[src/rtl/kernel_pkg.sv]
// Shared kernel-memory definitions: weight/word widths and writer FSM states.
// load_kernel imports the same package so both sides agree on the packed word layout.
package kernel_pkg;
    localparam int WEIGHT_W = 8;
    localparam int TAPS     = 9;
    localparam int COUT_W   = 4;
    localparam int TAP_W    = 4;
    localparam int KWORD_W  = TAPS * WEIGHT_W;

    typedef enum logic [1:0] {
        S_IDLE    = 2'd0,
        S_COLLECT = 2'd1,
        S_WRITE   = 2'd2,
        S_DONE    = 2'd3
    } state_t;
endpackage

[src/rtl/kernel_packer.sv]
// Collects TAPS weight bytes into one kernel word, slot k taking beat k.
// word_next shows the word including the byte accepted this cycle, so the writer can register it directly.
module kernel_packer
    import kernel_pkg::*;
(
    input  logic                clk,
    input  logic                rst,
    input  logic                push,
    input  logic [WEIGHT_W-1:0] data,
    output logic                full,
    output logic [KWORD_W-1:0]  word_next
);
    logic [TAP_W-1:0]   tap_cnt_q, tap_cnt_d;
    logic [KWORD_W-1:0] packed_q, packed_d;

    // Slot write and tap counter advance on each accepted byte; both hold across gaps.
    always_comb begin
        packed_d  = packed_q;
        tap_cnt_d = tap_cnt_q;
        full      = 1'b0;
        if (push) begin
            for (int i = 0; i < TAPS; i++) begin
                if (tap_cnt_q == TAP_W'(i)) begin
                    packed_d[i*WEIGHT_W +: WEIGHT_W] = data;
                end else begin
                    packed_d[i*WEIGHT_W +: WEIGHT_W] = packed_q[i*WEIGHT_W +: WEIGHT_W];
                end
            end
            if (tap_cnt_q == TAP_W'(TAPS - 1)) begin
                tap_cnt_d = {TAP_W{1'b0}};
                full      = 1'b1;
            end else begin
                tap_cnt_d = tap_cnt_q + TAP_W'(1);
            end
        end else begin
            packed_d  = packed_q;
            tap_cnt_d = tap_cnt_q;
        end
        word_next = packed_d;
    end

    // Packer state registers.
    always_ff @(posedge clk) begin
        if (rst) begin
            tap_cnt_q <= {TAP_W{1'b0}};
            packed_q  <= {KWORD_W{1'b0}};
        end else begin
            tap_cnt_q <= tap_cnt_d;
            packed_q  <= packed_d;
        end
    end
endmodule

[src/rtl/kernel_writer.sv]
// Write side of the kernel weight RAM: streams 9 bytes per output channel, packs them,
// and writes channels 0..NUM_COUT-1 in order before pulsing done.
module kernel_writer
    import kernel_pkg::*;
#(
    parameter int NUM_COUT = 8
) (
    input  logic                clk,
    input  logic                rst,
    input  logic                start,
    input  logic [WEIGHT_W-1:0] in_data,
    input  logic                in_valid,
    output logic                in_ready,
    output logic                wr_en,
    output logic [COUT_W-1:0]   wr_addr,
    output logic [KWORD_W-1:0]  wr_data,
    output logic                busy,
    output logic                done
);
    localparam logic [COUT_W-1:0] LAST_CHAN = COUT_W'(NUM_COUT - 1);

    state_t              state_q, state_d;
    logic [COUT_W-1:0]   chan_q, chan_d;
    logic                in_ready_q, in_ready_d;
    logic                wr_en_q, wr_en_d;
    logic [COUT_W-1:0]   wr_addr_q, wr_addr_d;
    logic [KWORD_W-1:0]  wr_data_q, wr_data_d;
    logic                busy_q, busy_d;
    logic                done_q, done_d;
    logic                push_s;
    logic                full_s;
    logic [KWORD_W-1:0]  word_next_s;

    // in_ready is a flop, so the accept decision never depends combinationally on in_valid.
    assign push_s = in_valid && in_ready_q;

    kernel_packer u_packer (
        .clk       (clk),
        .rst       (rst),
        .push      (push_s),
        .data      (in_data),
        .full      (full_s),
        .word_next (word_next_s)
    );

    // Next-state, channel sequencing and output register inputs.
    always_comb begin
        state_d   = state_q;
        chan_d    = chan_q;
        wr_en_d   = 1'b0;
        wr_addr_d = wr_addr_q;
        wr_data_d = wr_data_q;
        case (state_q)
            S_IDLE: begin
                if (start) begin
                    state_d = S_COLLECT;
                end else begin
                    state_d = S_IDLE;
                end
            end
            S_COLLECT: begin
                if (full_s) begin
                    state_d   = S_WRITE;
                    wr_en_d   = 1'b1;
                    wr_addr_d = chan_q;
                    wr_data_d = word_next_s;
                end else begin
                    state_d = S_COLLECT;
                end
            end
            S_WRITE: begin
                if (chan_q == LAST_CHAN) begin
                    state_d = S_DONE;
                    chan_d  = {COUT_W{1'b0}};
                end else begin
                    state_d = S_COLLECT;
                    chan_d  = chan_q + COUT_W'(1);
                end
            end
            S_DONE: begin
                state_d = S_IDLE;
            end
            default: begin
                state_d = S_IDLE;
                chan_d  = {COUT_W{1'b0}};
            end
        endcase
        in_ready_d = (state_d == S_COLLECT);
        busy_d     = (state_d != S_IDLE);
        done_d     = (state_d == S_DONE);
    end

    // State, channel counter and registered outputs.
    always_ff @(posedge clk) begin
        if (rst) begin
            state_q    <= S_IDLE;
            chan_q     <= {COUT_W{1'b0}};
            in_ready_q <= 1'b0;
            wr_en_q    <= 1'b0;
            wr_addr_q  <= {COUT_W{1'b0}};
            wr_data_q  <= {KWORD_W{1'b0}};
            busy_q     <= 1'b0;
            done_q     <= 1'b0;
        end else begin
            state_q    <= state_d;
            chan_q     <= chan_d;
            in_ready_q <= in_ready_d;
            wr_en_q    <= wr_en_d;
            wr_addr_q  <= wr_addr_d;
            wr_data_q  <= wr_data_d;
            busy_q     <= busy_d;
            done_q     <= done_d;
        end
    end

    assign in_ready = in_ready_q;
    assign wr_en    = wr_en_q;
    assign wr_addr  = wr_addr_q;
    assign wr_data  = wr_data_q;
    assign busy     = busy_q;
    assign done     = done_q;
endmodule

[config.mk]
export PLATFORM = sky130hd
export DESIGN_NAME = kernel_writer
export DESIGN_NICKNAME = d
export VERILOG_FILES = /design/src/rtl/kernel_pkg.sv /design/src/rtl/kernel_packer.sv /design/src/rtl/kernel_writer.sv
export SDC_FILE = /design/constraint.sdc
export NUM_CORES = 1
export LEC_CHECK = 0
export ABC_CLOCK_PERIOD_IN_PS = 3100
export CORE_ASPECT_RATIO = 1.75
export CORE_MARGIN = 5
export CORE_UTILIZATION = 45
export DETAILED_ROUTE_END_ITERATION = 16
export PLACE_DENSITY = 0.68
export SYNTH_ARGS = -nofsm -noshare
export SYNTH_HDL_FRONTEND = slang
export SYNTH_HIERARCHICAL = 1
export SYNTH_SLANG_ARGS = --single-unit
[constraint.sdc]
create_clock -name clk -period 3.1 [get_ports clk]
set_clock_uncertainty 0.05 [all_clocks]
set_input_delay 0.62 -clock clk [delete_from_list [all_inputs] [get_ports clk]]
set_output_delay 0.62 -clock clk [all_outputs]
set_load 0.05 [all_outputs]
# Yosys cells after proc, flatten, opt, wreduce, memory -nomap -nowiden
# Index checks and enable logic that the tools add are counted.
# totals
input_bits	12
elab_cells	52
romBits	0
ramBits	0
register_bits	162
output_inout_bits	80
latch_bits	0
n_memories	0
# classes
add_sub_neg	2
shift	0
n_mux	19
div_mod_pow	0
reduce_logical	6
n_mul	0
bitwise_logic	1
n_eq_ne	14
n_lt_le_gt_ge	0
# ops
op	n
$mux W72	1
$mux W8	9
$eq A4 B3 Y1 const B	5
$add A4 B1 Y4 const B	2
$eq A4 B2 Y1 const B	2
$mux W4	2
$pmux W2 S4	1
$eq A2 B2 Y1 const B	3
$eq A2 B1 Y1 const B	2
$eq A4 B1 Y1 const B	1
$eq A4 B4 Y1 const B	1
$logic_not A4 Y1	1
$mux W1	4
$mux W2	2
$logic_not A2 Y1	1
$reduce_and A2 Y1	1
$reduce_bool A2 Y1	1
$reduce_or A2 Y1	1
$logic_and A1 B1 Y1	1
$not A1 Y1	1

# Longest topological paths before layout
# depth
depth_word	6
mapped_depth	10
mapped_depth_nobuf	6

# Hierarchy
# Netlist, hierarchy kept.
# by_module_without_submodules
module	area_each_um2	cells_per_inst	seq_area_each_um2	n_inst
kernel_packer	3377.0	261	1521.5	1
kernel_writer	3035.4	371	1721.7	1

# Least setup slack after synthesis
# No wires, ideal clock.
# synth_timing
path_kind	reg2reg
startpoint	register in_ready_q, in the netlist in_ready
endpoint	register wr_data_q[50], in the netlist wr_data[50]
arrival_time_ps	1919
stages_incl_launch_ff	10
t_required_ps	2979
path_buffers	4
setup_time_ps	71
period_less_slack_ps	2040
path_slack_ps	1060
path_cell_list	dfxtp_1 and2_1 and4b_4 buf_6 and3b_1 buf_2 buf_6 buf_6 nand2_1 a21oi_1
# synth_via
elab_chain_cells	3
word_cells_on_any_way	4
classes_between	mux: 2; reduce/logical: 2
# synth_lines
element	line_no	source
start, declared	kernel_writer.sv:24	logic in_ready_q, in_ready_d;
start signal, assigned	kernel_writer.sv:107	in_ready_q <= in_ready_d;
$logic_and A1 B1 Y1	kernel_writer.sv:35	assign push_s = in_valid && in_ready_q;
net push_s	kernel_writer.sv:30	logic push_s;
$mux W1	kernel_packer.sv:21	if (push) begin
net full_s	kernel_writer.sv:31	logic full_s;
$reduce_and A2 Y1 (no line)	--	
end signal, assigned	kernel_writer.sv:101	wr_data_q <= {KWORD_W{1'b0}};
end signal, assigned	kernel_writer.sv:110	wr_data_q <= wr_data_d;
end, declared	kernel_writer.sv:27	logic [KWORD_W-1:0] wr_data_q, wr_data_d;
# The timed path passes the listed nets, and every way through them passes these cells.
# A chain may end at the register's enable or synchronous reset.

# Worst setup path after layout
# layout_timing
startpoint	register u_packer.tap_cnt_q[2]
endpoint	register wr_data_q[17], in the netlist wr_data[17]
# layout_via
elab_chain_cells	4
word_cells_on_any_way	7
classes_between	eq/ne: 2; mux: 4; reduce/logical: 1
# layout_lines
element	line_no	source
start, declared	kernel_packer.sv:13	logic [TAP_W-1:0] tap_cnt_q, tap_cnt_d;
start signal, assigned	kernel_packer.sv:45	tap_cnt_q <= {TAP_W{1'b0}};
start signal, assigned	kernel_packer.sv:48	tap_cnt_q <= tap_cnt_d;
$eq A4 B4 Y1	kernel_packer.sv:29	if (tap_cnt_q == TAP_W'(TAPS - 1)) begin
$mux W1	kernel_packer.sv:29	
$mux W1	kernel_packer.sv:21	
net full_s	kernel_writer.sv:31	
$reduce_and A2 Y1 (no line)	--	
# The timed path passes the listed nets, and every way through them passes these cells.

==> run summary <==
- endpoint arrival time on the critical path: 2680 ps
- postcts setup bufs: 0
- startpoint-to-endpoint class of the critical path: reg -> reg
- number of global-route vias before repair: 4492
- FMAX: 419.1 MHz
- total buffers and inverters traversed by the critical path: 1
- part of the Yosys area used for sequential elements: 0.5058
- core outline area: 13980 µm²
- Crit Reg-Reg Startpoint: u_packer/tap_cnt_q[2]
- clock transition at the registers of the reported paths: 60 ps
- Congestion Overflow GR: 0
- flops & latches, synth: 162
- clock net sink count: 162
- maximum clock insertion buffer count: 2
- part of the power in combinational logic: 0.031
- power share of the clock group: 0.501
- share of the synthesized area in the top cell type: 0.5058
- Least-Margin Pin Slew: 789.9 ps
- wire length of the first global-routing pass: 22.58 mm
- residual antenna-violating net count after detailed routing: 0
- netlist area before placement: 6412 µm²
- endpoint kind of the worst setup timing path: flip-flop
- Finish-stage setup viols: 0
- largest incremental delay on the critical path: 830 ps
- worst hold path depth: 2
- clock tree from TritonCTS: built
- areal power density over the cells: 561.2 nW/µm²
- endpoint of the most critical register-to-register path: wr_data[17]
- area grow syn2layout: 24.60%
- filler cell count in the final layout: 1262
- fraction of power consumed by sequential logic: 0.468
- ports placed on the boundary: 92
- worst hold slack after final layout: 403.3 ps
- RePlAce Congestion: 0.7553
- htree depth: 4
- sw frac: 0.2032
- net switching power: 911.3 µW
- number of cells produced by synthesis: 632
- pin count of the biggest net entering global routing: 80
- hold path startpoint: wr_data[28]
- final period utilization: 0.7697
- type of element launching the critical path: flip-flop
- min cycle time layout: 2386 ps
- reg2reg path depth: 5
- r2r setup slk: 710 ps
- Avg Synthesized Cell Area: 10.15 µm²
- result of the run: finished, final reports clean
- Critical Path RT: 3390 ps
- Leak: 3.138 nW
- number of remaining DRC errors: 0
- Final Hold Violating Endpoints: 0
- share of cells above drive strength 1: 0.1731
- Cell Rows: 57
- Hold Path End: wr_data[28]
- die span in y: 167.9 µm
- # diodes: 0
- total number of nets in the final design: 726
- commonest cells after routing, fill and taps aside: sky130_fd_sc_hd__dfxtp_1 (162), sky130_fd_sc_hd__nand2_1 (156), sky130_fd_sc_hd__clkdlybuf4s50_1 (90)
- port buffer count: 91
- commonest non-fill, non-tap cell in the layout: sky130_fd_sc_hd__dfxtp_1
- Overall Global Routing Usage: 0.1680
- effective utilization at floorplan: 0.4587
- Setup TNS: 0 ps
- path category of the worst min-delay check: reg -> reg
- maximum ir drop on the vdd rail: 363.6 µV
- total of cells resized after clock tree synthesis: 0
- Cell Int Power: 3.572 mW
- final-report max-slew violation count: 0
- drt pass-1 iters: 4
- cell type with the largest total area after synthesis: sky130_fd_sc_hd__dfxtp_1
- total wirelength of the detailed-routed design: 13.85 mm
- warnings from Yosys: 6
- Die W: 100.2 µm
- ordered cell list for the critical path: and4b_4 -> nand3b_2 -> buf_4 -> nand2_1 -> a21oi_1
- detailed-route vias per instance: 4.997
- CP delay by family, top: flip-flops
- Mapped Nets: 649
- via total after detailed routing: 4492
- worst-path cell with the longest stage delay: sky130_fd_sc_hd__dfxtp_1
- clk root buf: sky130_fd_sc_hd__clkbuf_16
- clock network latency to the later pin of the worst-skew pair: 410 ps
- initial antenna violation count: 0
- CP Max Fanout: 79
- violation count after the first detailed-routing iteration: 161
- RSZ-0062 raised after global routing: no
- overall die area: 16830 µm²
- number of hold buffers added after cts: 0
- leading cell types by total area after synthesis: sky130_fd_sc_hd__dfxtp_1 (51%), sky130_fd_sc_hd__nand2_1 (9.1%), sky130_fd_sc_hd__mux2_4 (7.5%)
- HPWL after DPL: 9.026 mm
- Rel. slew slack: 0.4727
- total CTS buffers: 17
- WL/cell: 15.41 µm
- Distinct cells, synth: 35
- Maximum Capacitance Violations: 0
## worst max-delay path by stage
stage / startpoint / end / slack, ps / cells past startpoint
after global placement: in_valid / wr_data[0] / 500 / 8
after CTS: u_packer/tap_cnt_q[2] / wr_data[17] / 710 / 5
final: u_packer/tap_cnt_q[2] / wr_data[17] / 710 / 5
after global routing: u_packer/tap_cnt_q[2] / wr_data[40] / 530 / 5
after detailed placement: in_valid / wr_data[17] / 410 / 7
after floorplan: in_ready / wr_data[50] / 1060 / 9
## cell usage after synthesis
cell type,n
sky130_fd_sc_hd__buf_6,15
sky130_fd_sc_hd__o21ai_0,1
sky130_fd_sc_hd__nor4bb_4,2
sky130_fd_sc_hd__nor2b_1,42
sky130_fd_sc_hd__xor2_1,3
sky130_fd_sc_hd__buf_2,11
sky130_fd_sc_hd__and2_1,1
sky130_fd_sc_hd__o21bai_1,1
sky130_fd_sc_hd__a211o_1,1
sky130_fd_sc_hd__nand4_1,1
sky130_fd_sc_hd__clkbuf_1,17
sky130_fd_sc_hd__nand4b_4,4
sky130_fd_sc_hd__nor4bb_2,2
sky130_fd_sc_hd__nand2b_4,1
sky130_fd_sc_hd__mux2i_1,1
sky130_fd_sc_hd__inv_1,2
sky130_fd_sc_hd__nand3b_1,1
sky130_fd_sc_hd__nor3_1,4
sky130_fd_sc_hd__nand2_1,156
sky130_fd_sc_hd__nor2_1,4
sky130_fd_sc_hd__mux2_4,32
sky130_fd_sc_hd__a21oi_1,81
sky130_fd_sc_hd__a211oi_1,1
sky130_fd_sc_hd__xnor2_1,1
sky130_fd_sc_hd__nand3_1,2
sky130_fd_sc_hd__or4_1,1
sky130_fd_sc_hd__ha_1,5
sky130_fd_sc_hd__or3b_1,1
sky130_fd_sc_hd__mux2_2,40
sky130_fd_sc_hd__and4b_4,1
sky130_fd_sc_hd__and2b_1,32
sky130_fd_sc_hd__and3b_1,1
sky130_fd_sc_hd__and3_1,1
sky130_fd_sc_hd__nand3b_2,1
sky130_fd_sc_hd__dfxtp_1,162
## cell type report
cell class              instances  area [µm²]  area share
repair buffers                101       996.0      0.1246
multi-input cells             425        2875      0.3599
clock inverters                10       172.7     0.02161
clock buffers                  22       474.2     0.05935
well taps                     177       221.5     0.02772
inverters                       2       7.507   0.0009396
flip-flops and latches        162        3243      0.4059
## flip-flops by register name, indices dropped and copies added (netlist names)
register	count
u_packer/packed_q	72
wr_addr	4
state_q	2
wr_en	1
in_ready	1
wr_data	72
done	1
chan_q	4
u_packer/tap_cnt_q	4
busy	1
## layer usage
| metal | share of wire | vias to the layer above | GRT usage |
|---|---|---|---|
| li1 | - | 2232 | - |
| met1 | 0.41 | 2154 | 0.1867 |
| met2 | 0.53 | 89 | 0.3024 |
| met3 | 0.043 | 17 | 0.04141 |
| met4 | 0.017 | 0 | 0.06452 |
| met5 | 0 | - | 0 |
## power by group through the flow
stage	registers [mW]	logic, mW	clock network, mW
after detailed placement	2.14	0.141	0
after global placement	2.14	0.137	0
final	2.10	0.141	2.24
after floorplan	2.15	0.0818	0
after CTS	2.10	0.142	2.29
after global routing	2.10	0.150	2.38
## metrics by stage
step | power (mW) | setup WS [ps] | cells | utilization | area [µm²]
finish | 4.484 | 714.0 | 899 | 0.5716 | 7990
detailed placement | 2.285 | 407.7 | 867 | 0.5253 | 7343
global route | 4.630 | 525.8 | 899 | 0.5716 | 7990
global placement | 2.282 | 496.1 | 867 | 0.5253 | 7343
CTS | 4.527 | 708.9 | 899 | 0.5716 | 7990
floorplan | 2.230 | 1060 | 632 | - | 6412
## tightest hold or removal path: stages (launching register included)
cell	delay, ps
sky130_fd_sc_hd__dfxtp_1	310
sky130_fd_sc_hd__nand2_1	50
sky130_fd_sc_hd__a21oi_1	50
## kinds of logic (layout without fill, tap and decap cells)
kind of cell	count (synthesis)	count (layout)	synth area share
mux	73	73	0.1467
xor+xnor	4	4	0.005464
simple gates	258	258	0.2185
buf+inv	45	135	0.04605
compound gates	85	85	0.06771
fa+ha+maj	5	5	0.009756
flops	162	162	0.5058
Note: power is estimated with default switching activity, not from simulation.
